<file path="src/rtl/pixel_stream_rr_arbiter_pkg.sv">
// Shared constants and helpers for the pixel stream round-robin arbiter.
// Arbiter FSM encodings and a width helper used by all arbiter files.
package pixel_stream_rr_arbiter_pkg;

  localparam logic [0:0] ARB_IDLE  = 1'b0;
  localparam logic [0:0] ARB_GRANT = 1'b1;

  // Bits needed to hold values 0..value-1, never less than 1.
  function automatic int clog2(input int value);
    int r;
    r = 1;
    for (int i = 1; i < 31; i++) begin
      if ((1 << i) < value) r = i + 1;
    end
    return r;
  endfunction

endpackage

</file>
<file path="src/rtl/pixel_stream_rr_arbiter_if.sv">
// Source-side and pixel_concat-side signals of the arbiter.
// master: sources plus pixel_concat; slave: the arbiter itself.
interface pixel_stream_rr_arbiter_if
  import pixel_stream_rr_arbiter_pkg::*;
#(
  parameter int NUM_SRC   = 4,
  parameter int DAT_WIDTH = 32
) ();

  localparam int SW = clog2(NUM_SRC);

  logic [NUM_SRC*DAT_WIDTH-1:0] src_dat;
  logic [NUM_SRC-1:0]           src_val;
  logic [NUM_SRC-1:0]           src_stall;
  logic [DAT_WIDTH-1:0]         odat;
  logic                         oval;
  logic [SW-1:0]                osrc;
  logic                         osof;
  logic                         istall;

  modport master (
    output src_dat,
    output src_val,
    output istall,
    input  src_stall,
    input  odat,
    input  oval,
    input  osrc,
    input  osof
  );

  modport slave (
    input  src_dat,
    input  src_val,
    input  istall,
    output src_stall,
    output odat,
    output oval,
    output osrc,
    output osof
  );

endinterface

</file>
<file path="src/rtl/pixel_stream_rr_arbiter_skid.sv">
// Two-entry skid buffer in front of one arbiter input.
// Absorbs the extra word a registered-stall source sends.
module pixel_skid_buf #(
  parameter int DAT_WIDTH = 32
) (
  input  logic                 clk,
  input  logic                 rst,
  input  logic                 push,
  input  logic [DAT_WIDTH-1:0] push_dat,
  input  logic                 pop,
  output logic [1:0]           cnt,
  output logic [DAT_WIDTH-1:0] head,
  output logic                 stall
);

  logic [1:0]           cnt_q, cnt_d;
  logic [DAT_WIDTH-1:0] m0_q, m0_d;
  logic [DAT_WIDTH-1:0] m1_q, m1_d;
  logic                 pop_ok;

  assign pop_ok = pop && (cnt_q != 2'd0);

  // Next occupancy and storage; a push into a full
  // buffer without a pop is dropped.
  always_comb begin
    cnt_d = cnt_q;
    m0_d  = m0_q;
    m1_d  = m1_q;
    case ({push, pop_ok})
      2'b10: begin
        if (cnt_q == 2'd0) begin
          m0_d  = push_dat;
          cnt_d = 2'd1;
        end else if (cnt_q == 2'd1) begin
          m1_d  = push_dat;
          cnt_d = 2'd2;
        end
      end
      2'b01: begin
        m0_d  = m1_q;
        cnt_d = cnt_q - 2'd1;
      end
      2'b11: begin
        if (cnt_q == 2'd1) begin
          m0_d = push_dat;
        end else begin
          m0_d = m1_q;
          m1_d = push_dat;
        end
      end
      default: ;
    endcase
  end

  // Storage and occupancy registers.
  always_ff @(posedge clk) begin
    if (rst) begin
      cnt_q <= 2'd0;
      m0_q  <= '0;
      m1_q  <= '0;
    end else begin
      cnt_q <= cnt_d;
      m0_q  <= m0_d;
      m1_q  <= m1_d;
    end
  end

  assign cnt   = cnt_q;
  assign head  = m0_q;
  assign stall = (cnt_q == 2'd2) || ((cnt_q == 2'd1) && !pop_ok);

  a_no_overflow: assert property (
    @(posedge clk) disable iff (rst)
    !(push && (cnt_q == 2'd2) && !pop_ok)
  );

endmodule

</file>
<file path="src/rtl/pixel_stream_rr_arbiter.sv">
// Round-robin burst arbiter feeding one pixel_concat port.
// Per-source skid buffers, IDLE/GRANT scheduler, registered output.
module pixel_stream_rr_arbiter
  import pixel_stream_rr_arbiter_pkg::*;
#(
  parameter int NUM_SRC   = 4,
  parameter int DAT_WIDTH = 32,
  parameter int BURST_LEN = 8
) (
  input logic                     clk,
  input logic                     rst,
  pixel_stream_rr_arbiter_if.slave bus
);

  localparam int SW = clog2(NUM_SRC);
  localparam int BW = clog2(BURST_LEN + 1);
  localparam logic [SW-1:0] LAST_SRC  = SW'(NUM_SRC - 1);
  localparam logic [BW-1:0] LAST_BEAT = BW'(BURST_LEN - 1);

  logic [1:0]           cnt  [NUM_SRC];
  logic [DAT_WIDTH-1:0] head [NUM_SRC];
  logic [NUM_SRC-1:0]   req;
  logic [NUM_SRC-1:0]   pop;
  logic [NUM_SRC-1:0]   stall;

  logic [0:0]           state_q, state_d;
  logic [SW-1:0]        gnt_q, gnt_d;
  logic [SW-1:0]        ptr_q, ptr_d;
  logic [BW-1:0]        bcnt_q, bcnt_d;

  logic [DAT_WIDTH-1:0] odat_q, odat_d;
  logic                 oval_q, oval_d;
  logic [SW-1:0]        osrc_q, osrc_d;
  logic                 osof_q, osof_d;

  logic [SW-1:0]        hit;
  logic [SW-1:0]        scan_idx;
  logic                 found;
  logic                 pop_any;

  for (genvar i = 0; i < NUM_SRC; i++) begin : g_buf
    pixel_skid_buf #(
      .DAT_WIDTH (DAT_WIDTH)
    ) u_buf (
      .clk      (clk),
      .rst      (rst),
      .push     (bus.src_val[i]),
      .push_dat (bus.src_dat[i*DAT_WIDTH +: DAT_WIDTH]),
      .pop      (pop[i]),
      .cnt      (cnt[i]),
      .head     (head[i]),
      .stall    (stall[i])
    );
    assign req[i] = (cnt[i] != 2'd0);
  end

  assign bus.src_stall = stall;

  // Pick the first non-empty buffer at or after ptr, wrapping.
  always_comb begin
    hit      = '0;
    found    = 1'b0;
    scan_idx = '0;
    for (int k = 0; k < NUM_SRC; k++) begin
      scan_idx = SW'((int'(ptr_q) + k) % NUM_SRC);
      if (!found && req[scan_idx]) begin
        hit   = scan_idx;
        found = 1'b1;
      end
    end
  end

  // Only the granted buffer pops, and only while downstream is ready.
  always_comb begin
    pop_any = (state_q == ARB_GRANT) && req[gnt_q] && !bus.istall;
    for (int i = 0; i < NUM_SRC; i++) begin
      pop[i] = pop_any && (gnt_q == SW'(i));
    end
  end

  // Grant scheduler: claim a source, run its burst, release.
  always_comb begin
    state_d = state_q;
    gnt_d   = gnt_q;
    ptr_d   = ptr_q;
    bcnt_d  = bcnt_q;
    unique case (state_q)
      ARB_IDLE: begin
        if (found) begin
          gnt_d   = hit;
          ptr_d   = (hit == LAST_SRC) ? '0 : hit + 1'b1;
          bcnt_d  = '0;
          state_d = ARB_GRANT;
        end
      end
      ARB_GRANT: begin
        if (pop_any) bcnt_d = bcnt_q + 1'b1;
        if ((pop_any && (bcnt_q == LAST_BEAT)) ||
            (!req[gnt_q] && !bus.src_val[gnt_q])) begin
          state_d = ARB_IDLE;
        end
      end
      default: state_d = ARB_IDLE;
    endcase
  end

  // Output stage: one cycle behind the pop that produced it.
  always_comb begin
    oval_d = pop_any;
    osrc_d = gnt_q;
    osof_d = pop_any && (bcnt_q == '0);
    odat_d = pop_any ? head[gnt_q] : odat_q;
  end

  // Scheduler and output registers.
  always_ff @(posedge clk) begin
    if (rst) begin
      state_q <= ARB_IDLE;
      gnt_q   <= '0;
      ptr_q   <= '0;
      bcnt_q  <= '0;
      odat_q  <= '0;
      oval_q  <= 1'b0;
      osrc_q  <= '0;
      osof_q  <= 1'b0;
    end else begin
      state_q <= state_d;
      gnt_q   <= gnt_d;
      ptr_q   <= ptr_d;
      bcnt_q  <= bcnt_d;
      odat_q  <= odat_d;
      oval_q  <= oval_d;
      osrc_q  <= osrc_d;
      osof_q  <= osof_d;
    end
  end

  assign bus.odat = odat_q;
  assign bus.oval = oval_q;
  assign bus.osrc = osrc_q;
  assign bus.osof = osof_q;

endmodule

</file>
<file path="src/flat_wrapper.sv">
// flat-port wrapper written by rule: the top's interface ports become plain ports
module pixel_stream_rr_arbiter_flat import pixel_stream_rr_arbiter_pkg::*;
#(
  parameter int NUM_SRC   = 4,
  parameter int DAT_WIDTH = 32,
  parameter int BURST_LEN = 8
)
  (clk, rst, bus_src_dat, bus_src_val, bus_istall, bus_src_stall, bus_odat, bus_oval, bus_osrc, bus_osof);
  pixel_stream_rr_arbiter_if #(.NUM_SRC(NUM_SRC), .DAT_WIDTH(DAT_WIDTH)) bus_i ();
  input logic clk;
  input logic rst;
  input wire logic [$bits(bus_i.src_dat)-1:0] bus_src_dat;
  input wire logic [$bits(bus_i.src_val)-1:0] bus_src_val;
  input wire logic [$bits(bus_i.istall)-1:0] bus_istall;
  output wire logic [$bits(bus_i.src_stall)-1:0] bus_src_stall;
  output wire logic [$bits(bus_i.odat)-1:0] bus_odat;
  output wire logic [$bits(bus_i.oval)-1:0] bus_oval;
  output wire logic [$bits(bus_i.osrc)-1:0] bus_osrc;
  output wire logic [$bits(bus_i.osof)-1:0] bus_osof;
  assign bus_i.src_dat = bus_src_dat;
  assign bus_i.src_val = bus_src_val;
  assign bus_i.istall = bus_istall;
  assign bus_src_stall = bus_i.src_stall;
  assign bus_odat = bus_i.odat;
  assign bus_oval = bus_i.oval;
  assign bus_osrc = bus_i.osrc;
  assign bus_osof = bus_i.osof;
  pixel_stream_rr_arbiter #(.NUM_SRC(NUM_SRC), .DAT_WIDTH(DAT_WIDTH), .BURST_LEN(BURST_LEN)) u_core (.clk(clk), .rst(rst), .bus(bus_i));
endmodule
</file>
<file path="config.mk">
export PLATFORM = sky130hd
export DESIGN_NAME = pixel_stream_rr_arbiter_flat
export DESIGN_NICKNAME = d
export VERILOG_FILES = /design/src/rtl/pixel_stream_rr_arbiter_pkg.sv /design/src/rtl/pixel_stream_rr_arbiter_if.sv /design/src/rtl/pixel_stream_rr_arbiter_skid.sv /design/src/rtl/pixel_stream_rr_arbiter.sv /design/src/flat_wrapper.sv
export SDC_FILE = /design/constraint.sdc
export NUM_CORES = 1
export LEC_CHECK = 0
export ABC_AREA = 1
export BUFFER_PORTS_ARGS = -buffer_cell sky130_fd_sc_hd__buf_2
export CORE_MARGIN = 4
export CORE_UTILIZATION = 35
export DETAILED_ROUTE_END_ITERATION = 7
export PLACE_DENSITY = 0.49
export SETUP_SLACK_MARGIN = 0.05
export SLEW_MARGIN = 40
export SYNTH_ARGS = -nofsm -noshare
export SYNTH_HDL_FRONTEND = slang
export SYNTH_SLANG_ARGS = --single-unit
</file>
<file path="constraint.sdc">
create_clock -name clk -period 2.8 [get_ports clk]
set_input_delay 0.56 -clock clk [delete_from_list [all_inputs] [get_ports clk]]
set_output_delay 0.56 -clock clk [all_outputs]
set_load 0.05 [all_outputs]
</file>
==> After elaboration in Yosys (flattened, before gate mapping) <==
Cells that the tools add are included.
{ "op_classes": {"add_sub_neg": 9, "n_lt_le_gt_ge": 6, "n_eq_ne": 43, "n_mux": 66, "bitwise": 2, "reduce_logical": 71} }
{ "op_table": {"columns": ["op", "n"], "rows": [
  ["2-to-1 mux 32 bit", 18],
  ["case mux 32 bit (3 select lines)", 4],
  ["case mux 32 bit (2 select lines)", 4],
  ["binary-select mux 32 bit (select 2 bit)", 1],
  ["equality test 2 bit (second input constant)", 15],
  ["2-to-1 mux 2 bit", 13],
  ["!= test 2 bit (second input constant)", 13],
  ["nonzero test 2 bit", 12],
  ["logical AND 1 bit", 20],
  ["AND reduction 2 bit", 10],
  ["equality test 2 x 1 -> 1 bit (second input constant)", 9],
  ["case mux 2 bit (2 select lines)", 4],
  ["< comparator 2 x 3 -> 1 bit (second input constant)", 5],
  ["binary-select mux 1 bit (select 2 bit)", 6],
  ["2-to-1 mux 1 bit", 12],
  ["!= test 3 bit (second input constant)", 4],
  ["AND reduction 3 bit", 4],
  ["nonzero test 3 bit", 4],
  ["zero test 1 bit", 10],
  ["zero test 2 bit", 5],
  ["2-to-1 mux 4 bit", 2],
  ["case mux 4 bit (2 select lines)", 1],
  ["subtractor 2 x 1 -> 2 bit (second input constant)", 4],
  ["logical OR 1 bit", 5],
  ["other kinds (10)", 12]
]} }
{ "word_totals": {"regBits": 309, "input_bits": 135, "word_cells": 217} }

==> Longest topological paths before layout <==
{ "depth": {"word_depth": 15, "depth_mapped": 16, "ltp_nobuf": 15} }

==> Cells and area by module <==
From an unflattened synthesis, not the netlist that was laid out.
{ "hier_totals": {"hier_cells": 3075, "area_unflattened_um2": 18641.6} }
{ "by_module_without_submodules": {"columns": ["module", "n_inst", "cells_per_inst", "area_per_inst_um2"], "rows": [
  ["pixel_skid_buf (u_core.g_buf[2].u_buf ...)", 2, 687, 4011.3],
  ["pixel_skid_buf (u_core.g_buf[1].u_buf)", 1, 687, 4017.6],
  ["pixel_skid_buf (u_core.g_buf[0].u_buf)", 1, 686, 4003.8],
  ["pixel_stream_rr_arbiter", 1, 328, 2597.5]
]} }

==> Worst setup path before layout <==
Ideal clock, no wire load.
{ "synth_timing": {"kind": "reg-to-output", "start": "register u_core.g_buf[1].u_buf.cnt_q[0]", "end": "output bus_src_stall[3]", "t_arrival_ns": 1.861, "t_required_ns": 2.240, "slack_ns": 0.379, "stages_incl_launch_ff": 11, "path_cell_list": "dfxtp_1 -> inv_1 -> ha_1 -> clkbuf_1 -> nand2_1 -> nand3_2 -> nor2_8 -> nand3_4 -> clkbuf_1 -> a21o_1 -> buf_4"} }
{ "synth_between": {"elab_chain_len": 10} }
{ "synth_lines": {"columns": ["element", "line_no", "text"], "rows": [
  ["start, declared", "pixel_stream_rr_arbiter_skid.sv:16", "logic [1:0] cnt_q, cnt_d;"],
  ["start signal, assigned", "pixel_stream_rr_arbiter_skid.sv:62", "cnt_q <= cnt_d;"],
  ["nonzero test 2 bit", "pixel_stream_rr_arbiter.sv:54", "assign req[i] = (cnt[i] != 2'd0);"],
  ["binary-select mux 1 bit (select 2 bit)", "pixel_stream_rr_arbiter.sv:75", "pop_any = (state_q == ARB_GRANT) && req[gnt_q] && !bus.istall;"],
  ["2-to-1 mux 1 bit (not written as such)", "pixel_stream_rr_arbiter.sv:75", null],
  ["logical AND 1 bit (2 in a row)", "pixel_stream_rr_arbiter.sv:75", null],
  ["logical AND 1 bit", "pixel_stream_rr_arbiter.sv:77", "pop[i] = pop_any && (gnt_q == SW'(i));"],
  ["logical AND 1 bit", "pixel_stream_rr_arbiter_skid.sv:21", "assign pop_ok = pop && (cnt_q != 2'd0);"],
  ["zero test 1 bit", "pixel_stream_rr_arbiter_skid.sv:70", "assign stall = (cnt_q == 2'd2) || ((cnt_q == 2'd1) && !pop_ok);"],
  ["logical AND 1 bit", "pixel_stream_rr_arbiter_skid.sv:70", null],
  ["logical OR 1 bit", "pixel_stream_rr_arbiter_skid.sv:70", null],
  ["end, declared", "flat_wrapper.sv:15", "output wire logic [$bits(bus_i.src_stall)-1:0] bus_src_stall;"]
]} }
Every way passes these cells. The select of a mux whose other input is x is not followed.

==> Final worst setup path <==
{ "layout_timing": {"start": "register u_core.g_buf[0].u_buf.cnt_q[0]", "end": "output bus_src_stall[0]"} }
{ "layout_between": {"elab_chain_len": 10, "word_cells_on_any_way": 12, "cone_classes": "eq/ne (2); mux (2); reduce/logical (8)"} }
{ "layout_lines": {"columns": ["element", "line_no"], "rows": [
  ["start, declared", "pixel_stream_rr_arbiter_skid.sv:16"],
  ["start signal, assigned", "pixel_stream_rr_arbiter_skid.sv:62"],
  ["nonzero test 2 bit", "pixel_stream_rr_arbiter_skid.sv:21, pixel_stream_rr_arbiter.sv:54"],
  ["binary-select mux 1 bit (select 2 bit)", "pixel_stream_rr_arbiter.sv:75"],
  ["2-to-1 mux 1 bit (not written as such)", "pixel_stream_rr_arbiter.sv:75"],
  ["logical AND 1 bit (2 in a row)", "pixel_stream_rr_arbiter.sv:75"],
  ["logical AND 1 bit", "pixel_stream_rr_arbiter.sv:77"],
  ["logical AND 1 bit", "pixel_stream_rr_arbiter_skid.sv:21"],
  ["zero test 1 bit", "pixel_stream_rr_arbiter_skid.sv:70"],
  ["logical AND 1 bit", "pixel_stream_rr_arbiter_skid.sv:70"],
  ["logical OR 1 bit *", "pixel_stream_rr_arbiter_skid.sv:70"]
]} }
Mark *: on every way between the ends. The rest lies on a longest branch, timed or not. The select of a mux whose other input is x is not followed.

==> impl_metrics.ini <==
[run_status]
status = finished clean

[routing]
detail_route.vias_per_cell = 5.19
drtIter0Drc = 1867
wl_per_cell_um = 18.5
ant_nets = 0
drcViolationCount = 0
vias = 20498
dr.pass1.iters = 6
routed_wl_um = 73000

[cts]
numClockSinks = 309
clkTransAtPathRegs_ns = 0.06
clk-insertion-delay-late_ns = 0.57
clk_path_buf_depth = 3
numCtsBuffers = 40
root_buffer = clkbuf_16
cts_tree = done
htree_levels = 2

[floorplan]
rows = 85
die_h_um = 241
core-area_um2 = 53700
ios = 175
fp.dieW_um = 241
fp.dieArea_um2 = 58000
initial_core_util = 0.353

[logic_synthesis]
syn_nets = 3285
yosys_warnings = 0
syn-instance-count = 3136
synth_cell_types = 38
syn_avg_cell_area_um2 = 6.05
ys_seq_area_frac = 0.326
syn_area_um2 = 19000
ys_ff_latch = 309

[layout]
area.sequential_um2 = 6200
multiInputGateArea_um2 = 9850
n_antenna_cell = 0
final_common_cell = nand2_1
final_cell_mix = nand2_1, inv_1, dfxtp_1
area_delta_synth_final_pct = 16.3
drive_above_1_share = 0.125
fillCellCount = 5701
fin_nets = 3373

[timing]
clock.fmax_ghz = 0.376
tns_ns = 0
setup_viol_count_final = 0
finalHoldViolCount = 0
fin_crit_ns = 2.66
skew_ns = 0.0194
worstMarginPinSlew_ns = 0.769
grt_setup_unrepaired = no
maxSlewViolCount = 0
slew-limit-headroom = 0.487
worst_slack_ns = 0.137
finalCritPeriodShare = 0.951

[min_path]
hp-class = in -> reg

[power_and_ir_drop]
cellPowerDensity_nw_per_um2 = 867
internal_power_mw = 10.8
clockPowerShare = 0.272
seqPwrFrac = 0.319
p_leak_nw = 10.6
p_sw_frac = 0.436
power_frac_comb = 0.408
ir_drop_mv = 0.387
p_switching_mw = 8.33

[critical_path]
crit_top_cell = inv_2
cp.arrival_ns = 2.10
slowest_stage = dfxtp_2
path_cells = inv_2 > ha_4 > inv_2 > o21ai_4 > nor2_8 > buf_12 > nand3_4 > a21o_1 > buf_6
cpPeakStageDelay_ns = 0.34
crit_required_ns = 2.24
path_buf_inv = 4
critPathKind = reg -> out
start_kind = flip-flop
critPathTopFamily = buffers and inverters
crit_path_end_kind = output port
cp_max_fo = 5

[global_routing]
grt_pass1_wl_um = 112000
grt_pass1_vias = 18875
track_usage = 0.245
grt_max_degree = 66
grt_overflow = 0
antenna_found_initial = 0

[placement]
io_buffers = 174
dp_hpwl_um = 49500
place_congestion = 0.860
pre_cts_ws_ns = 0.223

[job]
maxCapViolCount = 0
==> layer usage <==
metal | global-route usage | part of all wire | wire length, um
met1 | 0.339 | 0.46 | 33300
met2 | 0.404 | 0.46 | 33900
met3 | 0.0306 | 0.052 | 3800
met4 | 0.0694 | 0.028 | 2030
met5 | 0 | 0 | 0
==> power groups by stage <==
stage	logic, mW	clock network [mW]	registers (mW)
global route	8.76	5.50	6.18
finish	7.81	5.21	6.10
CTS	7.71	5.34	6.09
global placement	7.38	0	6.15
floorplan	5.08	0	6.23
detailed placement	7.48	0	6.16
==> synth_stat cells <==
cell type  number  area, um^2
nor2_1         74         278
dfxtp_1       309        6190
clkinv_1        2        7.51
xor2_1          1        8.76
nand3_1       212        1060
clkbuf_2        1        5.00
a22oi_1        25         188
o2111ai_1      51         447
o21ai_1        11        55.1
o21ai_4         1        16.3
a22o_1          6        52.6
nor3_2          1        10.0
clkbuf_1      128         480
nand3b_1        1        7.51
inv_2          14        52.6
nand3_2         2        20.0
a21o_1          2        15.0
o211ai_1       12        90.1
ha_1           14         175
and3_1          1        6.26
o21bai_1        2        15.0
buf_4          12        90.1
nand4_1        58         363
a221oi_1        7        61.3
o21ai_2         4        35.0
a21oi_1       253        1270
nand3_4         4        70.1
o21ai_0       281        1410
inv_1         531        1990
buf_2          65         325
buf_6           4        45.0
a41oi_1        25         219
nand2_1      1001        3760
nor2_4          6        67.6
a211oi_1        1        7.51
nor2_8          1        20.0
nand2_2         3        18.8
buf_1          10        37.5
==> flip-flops by register name, summed over array words and instances (netlist names), named ones only <==
name / count
u_core.bus.osof: 1
u_core.state_q: 1
u_core.bus.odat: 32
u_core.g_buf.u_buf.m1_q: 128
u_core.g_buf.u_buf.cnt: 8
u_core.g_buf.u_buf.head: 128
u_core.bus.oval: 1
u_core.gnt_q: 2
u_core.bus.osrc: 2
u_core.ptr_q: 1
u_core.bcnt_q: 4
==> worst reg2reg max path, delay by kind of cell (launching register included) <==
family | cells | cell delay (ns)
compound gates | 2 | 0.16
fa+ha+maj | 1 | 0.16
buf+inv | 6 | 0.99
flops | 1 | 0.34
simple gates | 4 | 0.70
==> cell type report <==
type	count	area share
Sequential cell	309	0.281
Tap cell	696	0.0395
Clock buffer	57	0.0552
Clock inverter	16	0.00465
Inverter	547	0.0934
Multi-Input combinational cell	2060	0.447
Timing Repair Buffer	266	0.0795
==> worst paths after layout <==
kind / slack [ns] / cells after the start / end / start
min: 0.31 / 5 / u_core.g_buf[0].u_buf.m1_q[19] / bus_src_dat[19]
max reg2reg: 0.33 / 13 / u_core.g_buf[0].u_buf.head[11] / u_core.g_buf[0].u_buf.cnt[0]
min reg2reg: 0.47 / 2 / u_core.g_buf[3].u_buf.head[24] / u_core.g_buf[3].u_buf.head[24]
max: 0.14 / 9 / bus_src_stall[0] / u_core.g_buf[0].u_buf.cnt[0]
==> timing repair <==
item | in CTS | in global routing
buffers inserted | 12 | 7
hold buffers | 0 | 0
pin swaps | 9 | 6
endpoints found under the setup margin | 4 | 17
gates resized for setup | 41 | 7
==> kinds of logic (layout without fill, tap and decap cells) <==
group / after synthesis / in the layout / synth area share
DFF: 309 / 309 / 0.326
AOI/OAI and AO/OA: 681 / 681 / 0.204
and+or+nand+nor: 1364 / 1364 / 0.300
xor gates and xnor gates: 1 / 1 / 0.000462
adders and majority gates: 14 / 14 / 0.00924
buffers and inverters: 767 / 886 / 0.160
==> metrics by stage <==
step	instances	power, mW	instance area, um^2	hold slack, ns	util
after CTS	3944	19.1	22000	0.279	0.409
after global placement	3859	13.5	20400	0.454	0.381
final	3951	19.1	22000	0.307	0.411
after detailed placement	3859	13.6	20400	0.459	0.381
after floorplan	3136	11.3	19000	0.444	-
after global routing	3951	20.4	22000	0.311	0.411
No activity file was read; power rests on OpenSTA's default activity.
